===== src/rtl/conv_pkg.sv =====
// Shared types and default geometry for the 3x3 convolution frame sequencer.
// Holds the sequencer state encoding and the derived window/result counts.
package conv_pkg;

  typedef enum logic [2:0] {
    ST_IDLE,
    ST_CLEAR,
    ST_FILL,
    ST_RUN,
    ST_DRAIN,
    ST_DONE
  } conv_state_e;

  localparam int IMG_W_DEF   = 28;
  localparam int IMG_H_DEF   = 28;
  localparam int K_DEF       = 3;
  localparam int ENG_LAT_DEF = 1;
  localparam int DATA_W_DEF  = 16;
  localparam int ACC_W_DEF   = 32;

  // Linear index of the first pixel that completes a KxK window.
  localparam int FIRST_VALID_IDX = (K_DEF - 1) * IMG_W_DEF + K_DEF - 1;
  localparam int N_OUT = (IMG_H_DEF - K_DEF + 1) * (IMG_W_DEF - K_DEF + 1);

endpackage


===== src/rtl/conv_tag_pipe.sv =====
// Delay line carrying {valid,row,col} window tags alongside the engine latency.
// Cleared by reset so no stale tag survives an aborted frame.
module conv_tag_pipe #(
  parameter int DEPTH = 1,
  parameter int RW    = 5,
  parameter int CW    = 5
) (
  input  logic          clk,
  input  logic          rst,
  input  logic          vld_i,
  input  logic [RW-1:0] row_i,
  input  logic [CW-1:0] col_i,
  output logic          vld_o,
  output logic [RW-1:0] row_o,
  output logic [CW-1:0] col_o
);

  localparam int TW = 1 + RW + CW;

  logic [TW-1:0] stage_q [DEPTH];

  always_ff @(posedge clk or posedge rst) begin
    if (rst) begin
      for (int i = 0; i < DEPTH; i++) stage_q[i] <= '0;
    end else begin
      stage_q[0] <= {vld_i, row_i, col_i};
      for (int i = 1; i < DEPTH; i++) stage_q[i] <= stage_q[i-1];
    end
  end

  assign {vld_o, row_o, col_o} = stage_q[DEPTH-1];

endmodule


===== src/rtl/conv_frame_ctrl.sv =====
// Frame sequencer for the streaming 3x3 convolution engine: clears, gates and tags results.
// Optional build macro CONV_CTRL_RELU_EN clamps negative results to zero.
//
// state    | meaning
// ---------+-------------------------------------------------
// IDLE     | waiting for start
// CLEAR    | one-cycle engine clear, row/col zeroed
// FILL     | accepting pixels, no complete window yet
// RUN      | accepting pixels, complete windows tagged
// DRAIN    | waiting out engine latency after last pixel
// DONE     | one-cycle frame_done pulse
module conv_frame_ctrl
  import conv_pkg::*;
#(
  parameter int IMG_W   = IMG_W_DEF,
  parameter int IMG_H   = IMG_H_DEF,
  parameter int K       = K_DEF,
  parameter int ENG_LAT = ENG_LAT_DEF,
  parameter int DATA_W  = DATA_W_DEF,
  parameter int ACC_W   = ACC_W_DEF,
  localparam int RW     = $clog2(IMG_H),
  localparam int CW     = $clog2(IMG_W)
) (
  input  logic              clk,
  input  logic              rst,
  input  logic              start,
  input  logic              pix_valid,
  input  logic [DATA_W-1:0] pix_data,
  output logic              pix_ready,
  output logic              eng_clr,
  output logic              eng_en,
  output logic [DATA_W-1:0] eng_data,
  input  logic [ACC_W-1:0]  eng_result,
  output logic              res_valid,
  output logic [ACC_W-1:0]  res_data,
  output logic [RW-1:0]     res_row,
  output logic [CW-1:0]     res_col,
  output logic              busy,
  output logic              frame_done
);

  localparam int LW = (ENG_LAT > 1) ? $clog2(ENG_LAT) : 1;

  conv_state_e   state_q, state_d;
  logic [RW-1:0] row_q, row_d;
  logic [CW-1:0] col_q, col_d;
  logic [LW-1:0] lat_q, lat_d;

  logic          accept;
  logic          last_col;
  logic          last_pix;
  logic          win_pix;
  logic          tag_vld;
  logic [RW-1:0] tag_row;
  logic [CW-1:0] tag_col;
  logic          pipe_vld;
  logic [RW-1:0] pipe_row;
  logic [CW-1:0] pipe_col;

  assign pix_ready  = (state_q == ST_FILL) || (state_q == ST_RUN);
  assign accept     = pix_valid & pix_ready;
  assign eng_en     = accept;
  assign eng_data   = pix_ready ? pix_data : '0;
  assign eng_clr    = (state_q == ST_CLEAR);
  assign busy       = (state_q != ST_IDLE);
  assign frame_done = (state_q == ST_DONE);

  assign last_col = (col_q == CW'(IMG_W - 1));
  assign last_pix = last_col && (row_q == RW'(IMG_H - 1));
  assign win_pix  = (row_q == RW'(K - 1)) && (col_q == CW'(K - 1));

  assign tag_vld = accept && (row_q >= RW'(K - 1)) && (col_q >= CW'(K - 1));
  assign tag_row = tag_vld ? row_q - RW'(K - 1) : '0;
  assign tag_col = tag_vld ? col_q - CW'(K - 1) : '0;

  always_ff @(posedge clk or posedge rst) begin
    if (rst) begin
      state_q <= ST_IDLE;
      row_q   <= '0;
      col_q   <= '0;
      lat_q   <= '0;
    end else begin
      state_q <= state_d;
      row_q   <= row_d;
      col_q   <= col_d;
      lat_q   <= lat_d;
    end
  end

  always_comb begin
    state_d = state_q;
    row_d   = row_q;
    col_d   = col_q;
    lat_d   = lat_q;
    case (state_q)
      ST_IDLE: begin
        if (start) state_d = ST_CLEAR;
      end
      ST_CLEAR: begin
        row_d   = '0;
        col_d   = '0;
        state_d = ST_FILL;
      end
      ST_FILL, ST_RUN: begin
        if (accept) begin
          if (last_col) begin
            col_d = '0;
            row_d = row_q + 1'b1;
          end else begin
            col_d = col_q + 1'b1;
          end
          if (state_q == ST_FILL && win_pix) state_d = ST_RUN;
          // Drain timer counts down to zero so DRAIN lasts exactly ENG_LAT cycles.
          if (state_q == ST_RUN && last_pix) begin
            state_d = ST_DRAIN;
            lat_d   = LW'(ENG_LAT - 1);
          end
        end
      end
      ST_DRAIN: begin
        if (lat_q == '0) state_d = ST_DONE;
        else             lat_d   = lat_q - 1'b1;
      end
      ST_DONE: begin
        state_d = ST_IDLE;
      end
      default: begin
        state_d = ST_IDLE;
      end
    endcase
  end

  conv_tag_pipe #(
    .DEPTH (ENG_LAT),
    .RW    (RW),
    .CW    (CW)
  ) u_tag_pipe (
    .clk   (clk),
    .rst   (rst),
    .vld_i (tag_vld),
    .row_i (tag_row),
    .col_i (tag_col),
    .vld_o (pipe_vld),
    .row_o (pipe_row),
    .col_o (pipe_col)
  );

  assign res_valid = pipe_vld;
  assign res_row   = pipe_row;
  assign res_col   = pipe_col;

  always_comb begin
    res_data = '0;
    if (pipe_vld) begin
`ifdef CONV_CTRL_RELU_EN
      res_data = eng_result[ACC_W-1] ? '0 : eng_result;
`else
      res_data = eng_result;
`endif
    end
  end

endmodule


===== config.mk =====
export PLATFORM = sky130hd
export DESIGN_NAME = conv_frame_ctrl
export DESIGN_NICKNAME = d
export VERILOG_FILES = /design/src/rtl/conv_pkg.sv /design/src/rtl/conv_tag_pipe.sv /design/src/rtl/conv_frame_ctrl.sv
export SDC_FILE = /design/constraint.sdc
export NUM_CORES = 1
export LEC_CHECK = 0
export ABC_CLOCK_PERIOD_IN_PS = 1700
export BUFFER_PORTS_ARGS = -buffer_cell sky130_fd_sc_hd__buf_2
export CORE_MARGIN = 2
export CORE_UTILIZATION = 41
export DETAILED_ROUTE_END_ITERATION = 16
export PLACE_DENSITY = 0.8
export SKIP_CTS_REPAIR_TIMING = 1
export SLEW_MARGIN = 20
export SYNTH_ARGS = -nofsm -noshare
export SYNTH_HDL_FRONTEND = slang
export SYNTH_SLANG_ARGS = --single-unit

===== constraint.sdc =====
create_clock -name clk -period 1.7 [get_ports clk]
set_input_delay 0.085 -clock clk [delete_from_list [all_inputs] [get_ports clk]]
set_output_delay 0.085 -clock clk [all_outputs]
set_load 0.01 [all_outputs]

==> out/metrics.yaml <==
drt:
  via_count: 1758
  vias_per_cell: 4.99
  first_pass_iters: 4
  wl_per_cell_um: 13.5
  antenna_left: 0
  drtIter0Drc: 34
  drc: 0
  wirelength_um: 4750
logic_synthesis:
  synth_edf_count: 0
  yosysSeqAreaShare: 0.360
  ys_types: 41
  synth_top_area_frac: 0.360
  synthFlopType: "dfrtp_1"
  synth.area.top_cells: "dfrtp_1 (36%), and2_1 (18%), ha_1 (6.0%)"
  syn_area_um2: 1670
  ys_ff_latch: 24
  async_flop_share: 1.00
  yosys_warnings: 0
  syn_area_per_cell_um2: 8.87
  synth_nets: 248
  syn_inst: 188
  synth_top_cell_by_area: "dfrtp_1"
timing:
  drv_slew: 0
  finalHoldViolations: 0
  fmax_ghz: 0.584
  relSlewSlack: 0.550
  rsz0062_at_grt: "true"
  fin_crit_sh: 1.01
  setup_violations: 1
  tightest_slew_ns: 0.661
  min_period_ns: 1.71
  fin_ws_ns: -0.0135
  fin_skew_ns: 0.00546
  fin_tns_setup_ns: -0.0135
global_route:
  antenna_found_initial: 0
  grtUsageTotal: 0.188
  grt_pass1_vias: 1478
  grt_max_degree: 34
  grt_pass1_wl_um: 6390
  grt_overflow: 0
floorplan:
  initial_utilization: 0.420
  die_h_um: 67.8
  coreArea_um2: 3970
  io_pins: 116
  chipWidth_um: 67.8
  die_area_um2: 4590
  row_count: 23
critical_path:
  worst_setup_path_end_kind: "primary output"
  r2r_cells: 4
  cp_max_fo: 12
  cp.arrival_ns: 1.63
  path_class: "reg -> out"
  required_ns: 1.62
  crit_path_start_kind: "flip-flop"
layout:
  syn_to_final_growth_pct: 43.8
  register_area_um2: 602
  diodes: 0
  multiInputGateArea_um2: 972
  drive_gt1_frac: 0.460
  design_area_um2: 2400
  nets: 364
  fillers: 333
clocking:
  clk_pin_slew_ns: 0.08
  cts_max_level: 1
  cts_sinks: 24
  clockBufferDepth: 2
  cts_root_buffer: "clkbuf_8"
  clkLatencyLatePin_ns: 0.26
  tritoncts: "built"
  cts_made_buffers: 3
worst_hold_path:
  whs_path_depth: 4
  hold_class: "in -> reg"
power_and_ir_drop:
  powerDensity_nw_per_um2: 1270
  p_total_uw: 3050
  power_leakage_uw: 0.00131
  peakVddDrop_mv: 0.418
place:
  hpwl_um: 3520
  dpl_cell_area_um2: 2300
  io_buffers: 115
  dp_worst_setup_slack_ns: 0.0394
  gp_congestion: 0.891
run_status:
  violations: "negative setup slack"
  status: "complete, but fails checks"
run:
  cap_viol_max_count: 0
worst paths after layout:
kind | from | slack (ns) | end
hold reg to reg | row_q[1] | 0.59 | u_tag_pipe.stage_q[6]
max in group asynchronous | rst | 1.03 | state_q[1]
setup / recovery | state_q[2] | -0.01 | eng_clr
setup reg to reg | col_q[0] | 0.08 | row_q[3]
min in group asynchronous | rst | 0.40 | u_tag_pipe.stage_q[9]
hold / removal | start | 0.17 | state_q[0]
cell families (layout without fill, tap and decap cells):
group | after synthesis | count (layout) | synth area share
and+or+nand+nor | 95 | 95 | 0.344
buffers and inverters | 30 | 144 | 0.0773
DFF | 24 | 24 | 0.360
AOI/OAI and AO/OA | 22 | 22 | 0.105
adders and majority gates | 8 | 8 | 0.0600
muxes | 5 | 5 | 0.0330
xor gates and xnor gates | 4 | 4 | 0.0210
power breakdown:
group	switching, uW	leakage [uW]	internal [uW]
logic	825	0.000979	801
clock network	174	0.0000216	158
registers	314	0.000306	781
metal layers:
layer,vias to the layer above,routed length [um],GRT usage
li1,860,-,-
met5,-,0,0
met4,0,90,0.0725
met1,791,1710,0.210
met3,8,451,0.0217
met2,99,2500,0.360
per-stage QoR:
stage | hold slack, ns | utilization | cells
detailed placement | 0.147 | 0.580 | 347
floorplan | 0.0996 | - | 188
finish | 0.172 | 0.604 | 352
global placement | 0.143 | 0.580 | 347
CTS | -0.142 | 0.591 | 350
global route | 0.191 | 0.604 | 352
worst max-delay path: stages, from the launching register on:
cell and delay [ns]:
dfrtp_1 0.51, or3b_2 0.60, inv_1 0.12, buf_2 0.14
synthesized netlist by cell type, types with 3 or more instances:
| master | instances |
|---|---|
| mux2i_1 | 3 |
| inv_1 | 14 |
| nor2_1 | 4 |
| clkbuf_1 | 7 |
| a211oi_1 | 4 |
| nor3_1 | 14 |
| and2_1 | 48 |
| nand2_1 | 10 |
| o21ai_0 | 4 |
| nand2b_1 | 4 |
| xnor2_1 | 4 |
| ha_1 | 8 |
| buf_2 | 5 |
| dfrtp_1 | 24 |
registers in the layout, summed over array words and instances, names as in the netlist:
signal and flops:
u_tag_pipe.stage_q 11, col_q 5, row_q 5, state_q 3
layout make-up:
class / count / area share
multi-input combinational: 134 / 0.405
timing repair buffer: 127 / 0.279
sequential: 24 / 0.251
tap: 50 / 0.0261
inverter: 14 / 0.0219
clock buffer: 3 / 0.0172
cell usage in the layout, fill, tap and decap left out, drive strengths merged:
| cell type | count |
|---|---|
| a311oi | 1 |
| nor4b | 2 |
| dlygate4sd3 | 1 |
| mux2 | 1 |
| o211ai | 2 |
| nor2 | 4 |
| and3 | 1 |
| a21oi | 1 |
| ha | 8 |
| nor4 | 1 |
| nor3 | 14 |
| o32ai | 1 |
| inv | 14 |
| a21o | 1 |
| a31o | 1 |
| a2111oi | 2 |
| nand3 | 1 |
| a311o | 1 |
| nand4b | 3 |
| o311ai | 1 |
| or3 | 2 |
| or3b | 1 |
| o21ai | 4 |
| nand2b | 4 |
| nand3b | 1 |
| buf | 126 |
| clkbuf | 3 |
| xnor2 | 4 |
| or4 | 1 |
| o22ai | 1 |
| nor2b | 2 |
| nand2 | 10 |
| mux2i | 4 |
| dfrtp | 24 |
| and2 | 48 |
| o31ai | 1 |
| a211oi | 4 |
| o41ai | 1 |
Note: power is estimated with default switching activity, not from simulation.
